`config.mk`:
```
export PLATFORM = sky130hd
export DESIGN_NAME = serial_link_phy_tx_mc
export DESIGN_NICKNAME = d
export VERILOG_FILES = /design/src/rtl/serial_link_phy_tx_mc.sv
export SDC_FILE = /design/constraint.sdc
export NUM_CORES = 1
export LEC_CHECK = 0
export BUFFER_PORTS_ARGS = -buffer_cell sky130_fd_sc_hd__buf_2
export CAP_MARGIN = 20
export CORE_UTILIZATION = 48
export CTS_BUF_LIST = sky130_fd_sc_hd__clkbuf_16
export DETAILED_ROUTE_END_ITERATION = 7
export GPL_TIMING_DRIVEN = 0
export MAX_ROUTING_LAYER = met4
export PLACE_DENSITY = 0.7
export SYNTH_ARGS = -nofsm -noshare
export SYNTH_HDL_FRONTEND = slang
export SYNTH_SLANG_ARGS = --single-unit
```
`constraint.sdc`:
```
create_clock -name clk_i -period 5.12 [get_ports clk_i]
set_input_delay 0.512 -clock clk_i [delete_from_list [all_inputs] [get_ports clk_i]]
set_output_delay 0.512 -clock clk_i [all_outputs]
set_load 0.01 [all_outputs]
```
`src/rtl/serial_link_phy_tx_mc.sv`:
```
// serial_link_phy_tx_mc: multi-channel source-synchronous TX PHY.
// SDR/DDR chosen at run time; forwarded clocks and lanes are flop outputs.
module serial_link_phy_tx_mc #(
   parameter  int NumChannels = 1,
   parameter  int NumLanes    = 8,
   parameter  int MaxClkDiv   = 32,
   localparam int CW          = $clog2(MaxClkDiv) + 1,
   localparam int DW          = NumChannels * 2 * NumLanes,
   localparam int OW          = NumChannels * NumLanes
) (
   input  logic                   clk_i,
   input  logic                   rst_i,
   input  logic                   cfg_ddr_i,
   input  logic [CW-1:0]          clk_div_i,
   input  logic [CW-1:0]          clk_shift_start_i,
   input  logic [CW-1:0]          clk_shift_end_i,
   input  logic [NumChannels-1:0] channel_en_i,
   input  logic [DW-1:0]          data_out_i,
   input  logic                   data_out_valid_i,
   output logic                   data_out_ready_o,
   output logic                   busy_o,
   output logic                   cfg_err_o,
   output logic [NumChannels-1:0] ddr_rcv_clk_o,
   output logic [OW-1:0]          ddr_o
);

   typedef enum logic {
      S_IDLE,
      S_RUN
   } state_t;

   state_t                 r_state;
   state_t                 w_state_nxt;
   logic [CW-1:0]          r_cnt;
   logic [CW-1:0]          w_cnt_nxt;
   logic                   r_err;
   logic                   w_err_nxt;
   logic                   r_ddr_q;
   logic [CW-1:0]          r_div_q;
   logic [CW-1:0]          r_ss_q;
   logic [CW-1:0]          r_se_q;
   logic [NumChannels-1:0] r_en_q;
   logic [DW-1:0]          r_data_q;
   logic                   w_ddr_nxt;
   logic [CW-1:0]          w_div_nxt;
   logic [CW-1:0]          w_ss_nxt;
   logic [CW-1:0]          w_se_nxt;
   logic [NumChannels-1:0] w_en_nxt;
   logic [DW-1:0]          w_data_nxt;
   logic [NumChannels-1:0] r_clk;
   logic [NumChannels-1:0] w_clk_nxt;
   logic [OW-1:0]          r_lane;
   logic [OW-1:0]          w_lane_nxt;
   logic                   w_legal;
   logic                   w_last;
   logic                   w_accept;
   logic                   w_load;
   logic                   w_tog;
   logic [CW-1:0]          w_half;

   assign w_legal = (clk_div_i >= CW'(2)) && !clk_div_i[0]
                 && (clk_div_i <= CW'(MaxClkDiv))
                 && (!cfg_ddr_i || (clk_div_i >= CW'(4)))
                 && (clk_shift_start_i < clk_shift_end_i)
                 && (clk_shift_end_i < clk_div_i)
                 && (channel_en_i != '0);

   assign w_last   = (r_state == S_RUN) && (r_cnt == r_div_q - CW'(1));
   assign w_accept = (r_state == S_IDLE) && data_out_valid_i && w_legal;
   assign w_load   = w_accept || (w_last && data_out_valid_i);
   assign w_tog    = (r_state == S_RUN)
                  && ((r_cnt == r_ss_q) || (r_cnt == r_se_q));

   // Shadow config only moves on an IDLE acceptance
   assign w_ddr_nxt  = w_accept ? cfg_ddr_i         : r_ddr_q;
   assign w_div_nxt  = w_accept ? clk_div_i         : r_div_q;
   assign w_ss_nxt   = w_accept ? clk_shift_start_i : r_ss_q;
   assign w_se_nxt   = w_accept ? clk_shift_end_i   : r_se_q;
   assign w_en_nxt   = w_accept ? channel_en_i      : r_en_q;
   assign w_data_nxt = w_load   ? data_out_i        : r_data_q;
   assign w_half     = w_div_nxt >> 1;

   assign data_out_ready_o = w_load && !rst_i;
   assign busy_o           = (r_state == S_RUN);
   assign cfg_err_o        = r_err;
   assign ddr_rcv_clk_o    = r_clk;
   assign ddr_o            = r_lane;

   always_comb begin
      w_state_nxt = r_state;
      w_cnt_nxt   = r_cnt;
      w_err_nxt   = r_err;
      unique case (r_state)
         S_IDLE: begin
            w_cnt_nxt = '0;
            if (data_out_valid_i) begin
               w_err_nxt = !w_legal;
               if (w_legal) w_state_nxt = S_RUN;
            end
         end
         S_RUN: begin
            if (w_last) begin
               w_cnt_nxt = '0;
               if (!data_out_valid_i) w_state_nxt = S_IDLE;
            end else begin
               w_cnt_nxt = r_cnt + CW'(1);
            end
         end
      endcase
   end

   // Outputs are precomputed from next-cycle state so pads see only flops
   always_comb begin
      w_clk_nxt  = '0;
      w_lane_nxt = '0;
      for (int c = 0; c < NumChannels; c++) begin
         if ((w_state_nxt == S_RUN) && w_en_nxt[c]) begin
            w_clk_nxt[c] = w_tog ? ~r_clk[c] : r_clk[c];
            if (w_ddr_nxt && (w_cnt_nxt >= w_half))
               w_lane_nxt[c*NumLanes +: NumLanes] =
                  w_data_nxt[c*2*NumLanes+NumLanes +: NumLanes];
            else
               w_lane_nxt[c*NumLanes +: NumLanes] =
                  w_data_nxt[c*2*NumLanes +: NumLanes];
         end
      end
   end

   always_ff @(posedge clk_i or posedge rst_i) begin
      if (rst_i) begin
         r_state  <= S_IDLE;
         r_cnt    <= '0;
         r_err    <= 1'b0;
         r_ddr_q  <= 1'b0;
         r_div_q  <= '0;
         r_ss_q   <= '0;
         r_se_q   <= '0;
         r_en_q   <= '0;
         r_data_q <= '0;
         r_clk    <= '0;
         r_lane   <= '0;
      end else begin
         r_state  <= w_state_nxt;
         r_cnt    <= w_cnt_nxt;
         r_err    <= w_err_nxt;
         r_ddr_q  <= w_ddr_nxt;
         r_div_q  <= w_div_nxt;
         r_ss_q   <= w_ss_nxt;
         r_se_q   <= w_se_nxt;
         r_en_q   <= w_en_nxt;
         r_data_q <= w_data_nxt;
         r_clk    <= w_clk_nxt;
         r_lane   <= w_lane_nxt;
      end
   end

endmodule

```
Word-level counts from Yosys, hierarchy flattened
Cells that the tools add are included.
{"block": "totals", "register_bits": 53, "input_bits": 39, "out_inout_bits": 12, "word_cells": 63}
{"block": "op_classes", "addsub": 2, "magnitude_cmp": 6, "eq_ne": 4, "mux": 15, "bitwise": 2, "n_reduce_logical": 22}
{"operator": "6-bit == test", "n": 3}
{"operator": "16-bit two-way mux", "n": 1}
{"operator": "8-bit two-way mux", "n": 2}
{"operator": "1-bit logical AND", "n": 14}
{"operator": "6-bit < comparator", "n": 2}
{"operator": "6-bit two-way mux", "n": 2}
{"operator": "6-bit case mux with 2 select lines", "n": 1}
{"operator": "1-bit two-way mux", "n": 8}
{"operator": "6-bit by 1-bit adder with 6-bit output, second input constant", "n": 1}
{"operator": "6-bit by 2-bit >= comparator with 1-bit output, second input constant", "n": 1}
{"operator": "6-bit by 3-bit >= comparator with 1-bit output, second input constant", "n": 1}
{"operator": "6-bit by 5-bit >= comparator with 1-bit output", "n": 1}
{"operator": "6-bit <= comparator, second input constant", "n": 1}
{"operator": "6-bit by 1-bit subtractor with 6-bit output, second input constant", "n": 1}
{"operator": "1-bit logical NOT", "n": 4}
{"operator": "1-bit logical OR", "n": 3}
{"operator": "2-bit != test, second input constant", "n": 1}
{"operator": "1-bit inverter", "n": 2}
{"operator": "1-bit case mux with 2 select lines", "n": 1}
{"operator": "2-bit AND reduction", "n": 1}

Depth between registers and ports, before layout
{"block": "logic_depth", "depth_word": 13, "depth_mapped": 17, "ltp_nobuf": 15}

Worst setup path after synthesis
OpenSTA, ideal clock, no wires.
{"block": "synth_timing", "path_kind": "in2reg", "start": "input port clk_div_i[2]", "end": "register r_lane[0] (netlist: ddr_o[0])", "t_arrival_ps": 3897, "required_time_ps": 5000, "slack_ps": 1103, "cell_stages": 16, "n_path_buf": 2, "path_cell_list": "inv_1 ha_1 a21o_1 a31oi_1 o21ai_1 a2111oi_2 clkbuf_1 o21ai_0 ha_1 nand2b_1 a21o_1 a211oi_1 o221ai_2 and2_4 buf_6 o211a_1"}
{"block": "synth_via", "elab_chain_len": 13, "word_cells_on_any_way": 25, "classes_between": "order compare (5); mux (9); reduce/logical (11)"}
{"element": "start, declared", "line_no": "14", "source": "input logic [CW-1:0] clk_div_i,"}
{"element": "6-bit by 2-bit >= comparator with 1-bit output", "line_no": "61", "source": "assign w_legal = (clk_div_i >= CW'(2)) && !clk_div_i[0]"}
{"element": "1-bit logical AND", "line_no": "61"}
{"element": "1-bit logical AND", "line_no": "62", "source": "&& (clk_div_i <= CW'(MaxClkDiv))"}
{"element": "1-bit logical AND", "line_no": "63", "source": "&& (!cfg_ddr_i || (clk_div_i >= CW'(4)))"}
{"element": "1-bit logical AND", "line_no": "64", "source": "&& (clk_shift_start_i < clk_shift_end_i)"}
{"element": "1-bit logical AND (*)", "line_no": "65", "source": "&& (clk_shift_end_i < clk_div_i)"}
{"element": "1-bit logical AND (*)", "line_no": "66", "source": "&& (channel_en_i != '0);"}
{"element": "1-bit logical AND (*)", "line_no": "69", "source": "assign w_accept = (r_state == S_IDLE) && data_out_valid_i && w_legal;"}
{"element": "6-bit two-way mux (*)", "line_no": "76", "source": "assign w_div_nxt = w_accept ? clk_div_i : r_div_q;"}
{"element": "net w_div_nxt[1]", "line_no": "45", "source": "logic [CW-1:0] w_div_nxt;"}
{"element": "6-bit by 5-bit >= comparator with 1-bit output (*)", "line_no": "119", "source": "if (w_ddr_nxt && (w_cnt_nxt >= w_half))"}
{"element": "1-bit logical AND (*)", "line_no": "119"}
{"element": "8-bit two-way mux (*)", "line_no": "119"}
{"element": "8-bit two-way mux (*)", "line_no": "117", "source": "if ((w_state_nxt == S_RUN) && w_en_nxt[c]) begin"}
{"element": "net w_lane_nxt[0]", "line_no": "53", "source": "logic [OW-1:0] w_lane_nxt;"}
{"element": "end signal, assigned", "line_no": "153", "source": "r_lane <= w_lane_nxt;"}
{"element": "end, declared", "line_no": "52", "source": "logic [OW-1:0] r_lane;"}
Mark *: on every way through the listed nets, which the timed path passes. The rest lies on a longest branch.
A chain may end at the register's enable or synchronous reset.

Worst setup path in the final report
{"block": "layout_timing", "start": "input port clk_div_i[2]", "end": "register r_lane[7] (netlist: ddr_o[7])"}
The elaborated chain is that of the path after synthesis.

==> flow_summary.toml <==
[route]
drtIter0Drc = 155
vias = 2247
wl_per_cell_um = 15.0
vias_per_cell = 5.40
routed_wl_um = 6230
final_antenna_net_count = 0
drc_errors = 0
dr.pass1.iters = 4

[setup_path]
max_stage_delay_ns = 0.88
start_kind = "input pin"
path_buf_inv = 4
arrival_ns = 4.82
worstSetupPathType = "input pin to register"
cp.required_ns = 5.29
crit_chain = "buf_2 > inv_1 > ha_1 > a21o_1 > a31oi_1 > o21ai_1 > a2111oi_2 > clkbuf_1 > o21ai_0 > ha_1 > nand2b_1 > a21o_1 > a211oi_1 > o221ai_2 > and2_4 > buf_6 > o211a_1"
slowest_stage = "a2111oi_2"
r2r_cells = 13
cp_num_cells = 17
crit_family = "compound AO/OA/AOI/OAI gates"
endpoint_kind = "register"
cp_max_fo = 10

[cells_and_area]
syn_to_final_growth_pct = 18.4
layout_common_cells = "53 x dfrtp_1, 51 x buf_2, 40 x nand2_1, 19 x inv_1, 19 x o21ai_0"
n_antenna_cell = 0
mostFrequentLayoutCell = "dfrtp_1"
nets = 399
drive_gt1_frac = 0.224
final_cell_area_um2 = 3390

[sta]
tns_ns = 0
slew_headroom = 0.375
worstMarginPinSlew_ns = 0.936
maxSlewViolCount = 0
hold_ws_ns = 0.256
fin_skew_ns = 0.00327
rsz0062_at_grt = "no"
layout_min_cycle_time_ns = 4.65
setup_viol = 0
min_period_over_period = 0.908
fmax_mhz = 215
report.final.hold_viol_count = 0

[synth]
synthSimpleGateAreaFrac = 0.169
synth_xor_area_frac = 0.0704
syn_avg_cell_area_um2 = 10.0
synth_seq_cells = 53
synth.top_cell.area_share = 0.463
synth_top_family_by_area = "simple AND/OR/NAND/NOR gates"
synthAdderAreaFrac = 0.0743
synth_edf_count = 0
synthMuxAreaShare = 0.0472
postSynthCellCount = 285
synth.distinct_cells = 39
synth-main-ff-cell = "dfrtp_1"
synth_nets = 341
synth_compound_area_frac = 0.127
synth_top_area_cell = "dfrtp_1"
netlist_area_um2 = 2860
synthArstFlopShare = 1.00
synth.yosys.seq_area_share = 0.463
synth_area_leaders = "dfrtp_1 46%, ha_1 7.4%, nand2_1 5.2%"
synth_warnings = 0

[power_and_ir_drop]
ir_drop_uv = 246
powerDensity_nw_per_um2 = 501
leakagePower_nw = 1.83

[grt]
grt_max_degree = 32
gr-usage-all-layers = 0.226
grt_pass1_vias = 2309
overflow = 0
antenna_found_initial = 0
grt_pass1_wl_um = 10400

[clocking]
ctsResizeCount = 0
cts_htree_levels = 2
cts_hold_buf = 0
post_cts_buffers = 0
clock_sinks = 53
clockBufferDepth = 2
cts_tree = "built"
cts_root_buf = "clkbuf_16"
clk_pin_slew_worst_paths_ns = 0.07
cts_buffers = 5
clkLatencyLatePin_ns = 0.29

[job]
cap_violations = 0

[die]
die_area_um2 = 6280
rows = 27
core-area_um2 = 5640
die_h_um = 79.2
num_io_pins = 51
start_util = 0.507
die_w_um = 79.2

[placement]
place_hpwl_um = 4810
portBuffers = 50
place_congestion = 0.794
postPlaceCellArea_um2 = 3220

[status]
outcome = "finished, final reports clean"

[worst_hold_path]
min_path_type = "input pin to asynchronous set/reset pin"
[worst reg2reg max path: cells and delay by family, from the launching register on]
kind            cells  cell delay, ns
compound gates      6            2.11
fa+ha+maj           1            0.31
buf+inv             2            0.60
flops               1            0.47
simple gates        4            0.78
[cell usage after synthesis (2+ instances only)]
cell / count
o21ai_1: 2
nor3_1: 6
xor2_1: 9
o21ai_0: 19
nor2_1: 17
a21o_1: 4
nand2_1: 40
buf_6: 3
o211a_1: 8
xnor2_1: 14
nor2b_1: 2
nand3_1: 11
a31oi_1: 3
dfrtp_1: 53
inv_1: 20
and3_1: 2
nand2b_1: 4
or3_1: 2
mux2_4: 9
a21oi_1: 7
ha_1: 17
nand4_1: 10
clkbuf_1: 7
[layer usage]
layer	vias to the layer above	part of all wire	global-route usage
met5	-	0	-
met4	0	0.021	0.115
met3	11	0.040	0.0356
met2	59	0.48	0.353
met1	1075	0.46	0.286
li1	1102	-	-
[cell families (layout without fill, tap and decap cells)]
group	count (synthesis)	after routing
xor+xnor	23	23
buf+inv	31	90
fa+ha+maj	17	17
mux	9	9
compound gates	52	52
flops	53	53
simple gates	100	100
[power by group]
| group | total (W) | switching (W) | internal, W |
|---|---|---|---|
| combinational | 0.000648 | 0.000344 | 0.000304 |
| clock | 0.000376 | 0.000147 | 0.000229 |
| sequential | 0.000673 | 0.0000949 | 0.000578 |
| total | 0.00170 | 0.000587 | 0.00111 |
[layout make-up]
cell class                 instances  area (um^2)
timing repair buffer              51          270
sequential                        53         1330
fill                             485         2250
multi-input combinational        201         1400
clock buffer                       5          125
inverter                          20         75.1
clock inverter                     3         41.3
tap                               72         90.1
buffer                            11         65.1
[state kept, by name, summed over array words and instances, names as in the netlist, 6 cells and up]
register / count
r_ss_q: 6
r_cnt: 6
r_div_q: 6
r_data_q: 16
r_se_q: 6
ddr_o: 8
[metrics by stage]
| step | power, W | setup slack, ns | cells | utilization |
|---|---|---|---|---|
| after floorplan | 0.00115 | 1.10 | 285 | - |
| after global placement | 0.00130 | 0.259 | 407 | 0.568 |
| after detailed placement | 0.00133 | 0.171 | 408 | 0.571 |
| after CTS | 0.00171 | 0.468 | 416 | 0.601 |
| after global routing | 0.00182 | 0.156 | 416 | 0.601 |
| final | 0.00170 | 0.473 | 416 | 0.601 |
[worst paths after layout]
path / from / to / slack, ns
max: clk_div_i[2] / ddr_o[7] / 0.47
min: rst_i / ddr_o[6] / 0.26
max reg2reg: busy_o / ddr_o[7] / 0.73
min reg2reg: r_en_q / r_en_q / 0.48
max in group asynchronous: rst_i / r_ss_q[0] / 4.33
min in group clk_i: clk_shift_start_i[0] / r_ss_q[0] / 0.43
Power figures use the tool's default switching activity.
